$ cat src/rtl/seq_pattern_gen.sv
// Serial pattern transmitter: sends a latched WIDTH-bit pattern MSB-first, reps+1 times, with GAP idle cycles between frames.
// Optional even-parity bit appended to each frame when SEQ_GEN_PARITY_EN is defined.
module seq_pattern_gen #(
   parameter int WIDTH = 4,
   parameter int GAP   = 0
) (
   input  logic             clk,
   input  logic             reset,
   input  logic             load_valid,
   output logic             load_ready,
   input  logic [WIDTH-1:0] pattern,
   input  logic [3:0]       reps,
   input  logic             abort,
   output logic             d_out,
   output logic             busy,
   output logic             done,
   output logic [3:0]       states
);

   typedef enum logic [3:0] {
      S_IDLE  = 4'b0001,
      S_SHIFT = 4'b0010,
      S_GAP   = 4'b0100,
      S_DONE  = 4'b1000
   } state_t;

   localparam int BW = $clog2(WIDTH + 1);
`ifdef SEQ_GEN_PARITY_EN
   localparam int FLEN = WIDTH + 1;
   localparam logic [BW-1:0] PAR_IDX = BW'(WIDTH - 1);
`else
   localparam int FLEN = WIDTH;
`endif
   localparam logic [BW-1:0] BIT_LAST = BW'(FLEN - 1);
   localparam int GW = (GAP > 1) ? $clog2(GAP) : 1;
   localparam logic [GW-1:0] GAP_LAST = (GAP > 0) ? GW'(GAP - 1) : '0;

   state_t           state;
   logic [WIDTH-1:0] pat_q;
   logic [WIDTH-1:0] sh;
   logic [BW-1:0]    bit_cnt;
   logic [3:0]       frame_cnt;
   logic [GW-1:0]    gap_cnt;

`ifdef SEQ_GEN_PARITY_EN
   logic par;
   assign par = ^pat_q;
`endif

   assign states     = state;
   assign load_ready = (state == S_IDLE);

   // bit_cnt holds the index of the bit currently on d_out; sh is pre-shifted one bit ahead.
   always_ff @(posedge clk) begin
      if (!reset) begin
         state     <= S_IDLE;
         d_out     <= 1'b0;
         busy      <= 1'b0;
         done      <= 1'b0;
         bit_cnt   <= '0;
         frame_cnt <= '0;
         gap_cnt   <= '0;
         pat_q     <= '0;
         sh        <= '0;
      end else if (abort) begin
         state     <= S_IDLE;
         d_out     <= 1'b0;
         busy      <= 1'b0;
         done      <= 1'b0;
         bit_cnt   <= '0;
         frame_cnt <= '0;
         gap_cnt   <= '0;
      end else begin
         case (state)
            S_IDLE: begin
               if (load_valid) begin
                  pat_q     <= pattern;
                  sh        <= pattern << 1;
                  d_out     <= pattern[WIDTH-1];
                  bit_cnt   <= '0;
                  frame_cnt <= reps;
                  busy      <= 1'b1;
                  state     <= S_SHIFT;
               end
            end
            S_SHIFT: begin
               if (bit_cnt != BIT_LAST) begin
                  bit_cnt <= bit_cnt + 1'b1;
                  sh      <= sh << 1;
`ifdef SEQ_GEN_PARITY_EN
                  d_out   <= (bit_cnt == PAR_IDX) ? par : sh[WIDTH-1];
`else
                  d_out   <= sh[WIDTH-1];
`endif
               end else begin
                  bit_cnt <= '0;
                  if (frame_cnt != 4'd0) begin
                     frame_cnt <= frame_cnt - 4'd1;
                     if (GAP > 0) begin
                        state   <= S_GAP;
                        d_out   <= 1'b0;
                        gap_cnt <= '0;
                     end else begin
                        d_out <= pat_q[WIDTH-1];
                        sh    <= pat_q << 1;
                     end
                  end else begin
                     state <= S_DONE;
                     d_out <= 1'b0;
                     busy  <= 1'b0;
                     done  <= 1'b1;
                  end
               end
            end
            S_GAP: begin
               if (gap_cnt == GAP_LAST) begin
                  state   <= S_SHIFT;
                  d_out   <= pat_q[WIDTH-1];
                  sh      <= pat_q << 1;
                  bit_cnt <= '0;
                  gap_cnt <= '0;
               end else begin
                  gap_cnt <= gap_cnt + 1'b1;
               end
            end
            S_DONE: begin
               state <= S_IDLE;
               done  <= 1'b0;
            end
            default: begin
               state <= S_IDLE;
               d_out <= 1'b0;
               busy  <= 1'b0;
               done  <= 1'b0;
            end
         endcase
      end
   end

endmodule

$ cat config.mk
export PLATFORM = sky130hd
export DESIGN_NAME = seq_pattern_gen
export DESIGN_NICKNAME = d
export VERILOG_FILES = /design/src/rtl/seq_pattern_gen.sv
export SDC_FILE = /design/constraint.sdc
export NUM_CORES = 1
export LEC_CHECK = 0
export BUFFER_PORTS_ARGS = -buffer_cell sky130_fd_sc_hd__buf_2
export CAP_MARGIN = 10
export CORE_UTILIZATION = 53
export DETAILED_ROUTE_END_ITERATION = 10
export GPL_TIMING_DRIVEN = 0
export PLACE_DENSITY = 0.86
export SLEW_MARGIN = 30
export SYNTH_ARGS = -nofsm -noshare
export SYNTH_HDL_FRONTEND = slang
export SYNTH_SLANG_ARGS = --single-unit
$ cat constraint.sdc
create_clock -name clk -period 2.2 [get_ports clk]
set_clock_uncertainty 0.1 [all_clocks]
set_input_delay 0.22 -clock clk [delete_from_list [all_inputs] [get_ports clk]]
set_output_delay 0.22 -clock clk [all_outputs]
set_load 0.02 [all_outputs]
==> results of run 1 <==
## per-layer routing
metal	vias to the layer above	track usage, %	share of wire, %
met5	-	0	0
met4	0	14.12	2.0
met3	5	3.571	3.3
met2	32	43.38	51
met1	457	29.26	44
li1	482	-	-
## state kept, by name, summed over array words and instances (netlist names)
name,cells
d_out,1
bit_cnt,3
done,1
frame_cnt,4
states,3
sh,3
busy,1
pat_q,4
## power by group through the flow
stage                     clock [mW]  combinational [mW]  sequential (mW)
after floorplan                    0              0.0634            0.394
after global placement             0              0.0952            0.391
after detailed placement           0              0.0984            0.392
after CTS                      0.225              0.0984            0.384
after global routing           0.236               0.109            0.386
final                          0.219              0.0995            0.384
## worst max-delay path, delay by kind of cell (launching register included)
family / cells / cell delay, ps
compound gates: 3 / 750
simple gates: 1 / 540
flops: 1 / 350
fa+ha+maj: 1 / 190
buf+inv: 1 / 100
## metrics by stage
stage	worst slack (ps)	total power [mW]	util [%]	hold WS [ps]	instance area, um2
detailed placement	136.2	0.4906	65.04	353.5	1147
CTS	126.9	0.7074	67.09	65.38	1184
finish	77.68	0.7031	67.09	63.55	1184
global placement	188.8	0.4864	65.04	346.6	1147
global route	31.50	0.7313	67.09	65.10	1184
floorplan	194.0	0.4575	-	264.9	1026
## cell type report
class / instances / area (um2)
inverter: 4 / 15.01
timing repair buffer: 18 / 90.09
buffer: 7 / 46.29
clock buffer: 4 / 36.28
tap: 25 / 31.28
sequential: 20 / 400.4
multi-input combinational: 90 / 564.3
fill: 163 / 580.6
## path summary, 6_finish.rpt
| check | slack [ps] | depth (start not counted) | endpoint |
|---|---|---|---|
| worst max-delay path | 80 | 6 | sh[1]$_SDFFE_PN0P_ |
| worst min-delay path | 60 | 3 | pat_q[2]$_SDFFE_PN0P_ |
| worst min register to register | 370 | 2 | sh[2]$_SDFFE_PN0P_ |
| worst max register to register | 80 | 6 | sh[1]$_SDFFE_PN0P_ |
## layout by cell type, fill, tap and decap left out, types with 2 or more instances in the layout
cell / n
nand2b_1: 2
dfxtp_1: 20
nor2_1: 8
clkbuf_4: 3
a21oi_1: 9
inv_1: 4
a211oi_1: 3
buf_2: 18
clkbuf_1: 4
nand2_1: 13
ha_1: 2
nor3b_1: 4
o21ai_0: 9
o31ai_1: 2
a21boi_0: 4
a31o_2: 2
o211ai_1: 3
nand3_1: 4
nor3_1: 2
mux2i_1: 2
nor2b_1: 2
## kinds of logic after synthesis
| kind of cell | Yosys count | share of synthesized area (%) |
|---|---|---|
| other | 1 | 0.3655 |
| AO/OA/AOI/OAI | 42 | 27.80 |
| multiplexers | 2 | 1.951 |
| adder cells (fa/ha/maj) | 2 | 2.439 |
| flip-flops | 20 | 39.02 |
| buffers and inverters | 11 | 5.975 |
| AND/OR/NAND/NOR | 43 | 22.44 |
==> run metrics, run 1 <==
YS warnings 0; IO buf count 18; die height 46.00 um; hold_sp pattern[2]; Lkg Pwr 0.4613 nW; final std cells w/o fill 168; global-route wire length before repair between 3000 and 4000 um; worst path required time 2320 ps; Post-DP HPWL 1704 um; average wire per standard cell 13.77 um; gr usage total 25.14%; Max-slew headroom 58.89%; die area 2116 um2; # setup viols final 0; initial core utilization about 58%; Clock transition at path regs between 100 and 150 ps; Worst path slowest cell nor3b_1; critical path class reg2reg; CP cell instances inv_1, ha_1, nor3b_1, a21oi_1, o21a_1, o211a_1; Max Freq around 0.47 GHz; Slew @ Worst Pin 615.3 ps; post-synthesis instance total between 100 and 150; share of the synthesized area in the top cell type 39.02%; core box area 1764 um2; asr flop ratio synth 0%; via/cell ratio 5.810; Slew Viols, Final 0; CP Launch Type register; vias in the first global route 879; Switch Pwr 0.1840 mW; synth top area cells dfxtp_1 (39%), nand2_1 (4.8%), a21oi_1 (4.4%); Clk pwr share between 30% and 40%; CP Launch Point frame_cnt[0]$_SDFFE_PP0P_; 1st-pass router iterations 4; synth unique cells 41; Main synth FF type dfxtp_1; RSZ-0062 raised after global routing no; Post-CTS Hold Buffers 0; Avg Cell Area, Syn 8.479 um2; postcts setup bufs 0; Fin. Hold Viols 0; Antenna Nets Post-Route 0; die width 46.00 um; synth cell count leaders dfxtp_1 (20), nand2_1 (13), a21oi_1 (9), o21ai_0 (9), nor2_1 (8); Clock Sinks 20; IO Count 20; Congestion Overflow GR 0; Max Root-Sink Buffers 2; Crit Path Max Fanout 4; PwrDens 594.0 nW/um2; DRC errors left 0; Setup TNS 0 ps; minimum clock period 2122 ps; TritonCTS buffer count 3; Worst Hold Class in2reg; GPL Wtd Cong 0.8199; Layout Nets between 150 and 200; DR vias 976; number of max-cap violations 0; Mapped Nets 135; Post-Synthesis Cell Area about 1000 um2; Resized cells post-CTS 0; internal power 0.5192 mW; switching share of power 26.17%; Logic pwr share approximately 14%; Reg-to-Reg Start frame_cnt[0]$_SDFFE_PP0P_; Synth area leader dfxtp_1; initial drt markers 33; maximum VDD drop 0.4504 mV; Ant. Diodes 0; initial antenna violation count 0; CP peak stage delay 540 ps; CP Data Arrival Time 2240 ps; root buffer cell clkbuf_4; Synth Register Bits 20; Post-synth EDFFs 0; CTS tree yes; Final period util between 90% and 100%; most frequent cell after synthesis dfxtp_1; status completed; share of cells above drive strength 1 between 20% and 30%; critical path endpoint category register; sequential power share 54.7%; Detailed Route WL approximately 2300 um; Placed Instances 164; area grow syn2layout 15.37%; clock latency at the later pin of the worst-skew pair ~310 ps; FP Rows 15; sequential-to-total area share from yosys stat 39.02%; largest net degree at the start of global routing 12; # H-tree levels 1
No activity file was read; power rests on OpenSTA's default activity.
==> inputs of run 2 (changes only) <==
--- a/config.mk
+++ b/config.mk
@@ -11,6 +11,7 @@
 export DETAILED_ROUTE_END_ITERATION = 10
 export GPL_TIMING_DRIVEN = 0
 export PLACE_DENSITY = 0.86
+export REMOVE_ABC_BUFFERS = 1
 export SLEW_MARGIN = 30
 export SYNTH_ARGS = -nofsm -noshare
 export SYNTH_HDL_FRONTEND = slang
==> run 2 against run 1 <==
Effect of this change: routed wire length decreased by 9.8%; sequential share of layout area increased by 1.5 points; hold slack improved by 14 ps; sequential power about the same; non-clock buffer count decreased by 7; critical endpoint unchanged; highest routed layer unchanged.
==> run metrics, run 2 (synthesis gave the netlist of run 1 again) <==
Clock transition at path regs 100 ps (was 110 ps); Seq. cell area 400.4 um2 (unchanged); IO buf count 18 (unchanged); number of max-cap violations 0 (unchanged); CP peak stage delay 480 ps (was 540 ps); postcts setup bufs 0 (unchanged); Ant. Diodes 0 (unchanged); Crit path max-delay family compound AO/OA/AOI/OAI gates (unchanged); post-layout power 0.6462 mW (was 0.7031 mW); CP Launch Type register (unchanged); final std cells w/o fill 160 (was 168); core box area 1764 um2 (unchanged); status completed (unchanged); Fin. Hold Viols 0 (unchanged); Worst path slowest cell nor3b_1 (unchanged); minimum clock period 1986 ps (was 2122 ps); IO Count 20 (unchanged); clock latency at the later pin of the worst-skew pair 290 ps (was 310 ps); RSZ-0062 raised after global routing no (unchanged); Antenna Nets Post-Route 0 (unchanged); DP Area 1106 um2 (was 1147 um2); Placed Instances 157 (was 164); Post-DP HPWL 1533 um (was 1704 um); commonest cells after routing, fill and taps aside dfxtp_1 (20), buf_2 (18), nand2_1 (13) (unchanged); GPL Wtd Cong 0.8439 (was 0.8199); Lkg Pwr 0.4363 nW (was 0.4613 nW); FILL cells 166 (was 163); via/cell ratio 5.956 (was 5.810); maximum VDD drop 0.4033 mV (was 0.4504 mV); Max Root-Sink Buffers 2 (unchanged); Detailed Route WL 2087 um (was 2313 um); Max-slew headroom 54.57% (was 58.89%); worst path required time 2300 ps (was 2320 ps); root buffer cell clkbuf_4 (unchanged); Crit Path Max Fanout 4 (unchanged); PwrDens 570.0 nW/um2 (was 594.0 nW/um2); Max Freq 0.5036 GHz (was 0.4712 GHz); Worst Hold Class in2reg (unchanged); Slew Viols, Final 0 (unchanged); largest net degree at the start of global routing 17 (was 12); die width 46.00 um (unchanged); Final period util 90.26% (was 96.47%); average wire per standard cell 13.04 um (was 13.77 um); DRC errors left 0 (unchanged); Top Registers frame_cnt x4, pat_q x4 (unchanged); Congestion Overflow GR 0 (unchanged); share of cells above drive strength 1 22.22% (was 20.98%); Final Instance Area 1134 um2 (was 1184 um2); initial drt markers 32 (was 33); die area 2116 um2 (unchanged); FP Rows 15 (unchanged); initial core utilization 58.16% (unchanged); # setup viols final 0 (unchanged); gr usage total 22.88% (was 25.14%); critical path endpoint category register (unchanged); Clock Sinks 20 (unchanged); area grow syn2layout 10.49% (was 15.37%); CTS tree yes (unchanged); critical path class reg2reg (unchanged); CP Data Arrival Time 2080 ps (was 2240 ps); DR vias 953 (was 976); global-route wire length before repair 3574 um (was 3719 um); commonest non-fill, non-tap cell in the layout dfxtp_1 (unchanged); TritonCTS buffer count 3 (unchanged); Critical path buffers and inverters 1 (unchanged); Multi-input gate area 574.3 um2 (was 564.3 um2); initial antenna violation count 0 (unchanged); die height 46.00 um (unchanged); Layout Nets 151 (was 158); # H-tree levels 1 (unchanged); 1st-pass router iterations 4 (unchanged); Setup TNS 0 ps (unchanged); Slew @ Worst Pin 678.4 ps (was 615.3 ps); CP cell instances inv_1, ha_1, nor3b_1, a21oi_1, o21a_1, o211a_1 (unchanged); vias in the first global route 856 (was 879)
[run 2: changes by cell type in the layout (fill, tap and decap cells not counted), sizes merged]
cell          delta
dlymetal6s2s     -1
buf              -2
clkbuf           -5
[run 2: per-stage QoR]
step	hold WS [ps]	utilization [%]	worst slack, ps
final	77.94	64.26	214.3
after global routing	87.66	64.26	145.0
after CTS	73.62	63.97	158.9
after detailed placement	352.7	62.70	200.6
after global placement	342.3	62.41	154.3
after floorplan	253.4	-	194.0
[run 2: worst paths after layout]
check	start	to	slack [ps]	cells after the start
max	frame_cnt[0]$_SDFFE_PP0P_	sh[1]$_SDFFE_PN0P_	210	6
max reg2reg	frame_cnt[0]$_SDFFE_PP0P_	sh[1]$_SDFFE_PN0P_	210	6
min	pattern[1]	pat_q[1]$_SDFFE_PN0P_	80	3
min reg2reg	d_out$_SDFFE_PP0P_	d_out$_SDFFE_PP0P_	370	2
[run 2: timing repair]
item                                    in CTS  in global routing
hold buffers                                 0                  0
endpoints found under the setup margin       0                  1
endpoints found under the hold margin        0                  0
resized for setup                            0                  2
[run 2: final cells by class]
| class | instances | area share [%] |
|---|---|---|
| Multi-Input combinational cell | 90 | 50.66 |
| Timing Repair Buffer | 18 | 7.947 |
| Tap cell | 25 | 2.759 |
| Inverter | 4 | 1.325 |
| Clock buffer | 3 | 1.987 |
| Sequential cell | 20 | 35.32 |
[run 2: where the power goes]
group          internal, mW  switching [mW]  total (mW)
registers             0.375         0.00913       0.384
logic                0.0404          0.0549      0.0953
clock network        0.0637           0.103       0.167
total                 0.479           0.167       0.646
[run 2: metal layers]
layer | global-route usage [%] | up-vias | wire, um | share of wire (%)
li1 | - | 468 | - | -
met1 | 30.34 | 450 | 1029 | 49
met2 | 39.44 | 31 | 940 | 45
met3 | 2.381 | 4 | 99 | 4.7
met4 | 5.294 | 0 | 17 | 0.81
met5 | 0 | - | 0 | 0
[run 2: worst reg2reg max path: cells and delay by family (launching register included)]
family          cells  cell delay, ps
compound gates      3             690
buf+inv             1              80
flops               1             350
simple gates        1             480
fa+ha+maj           1             180
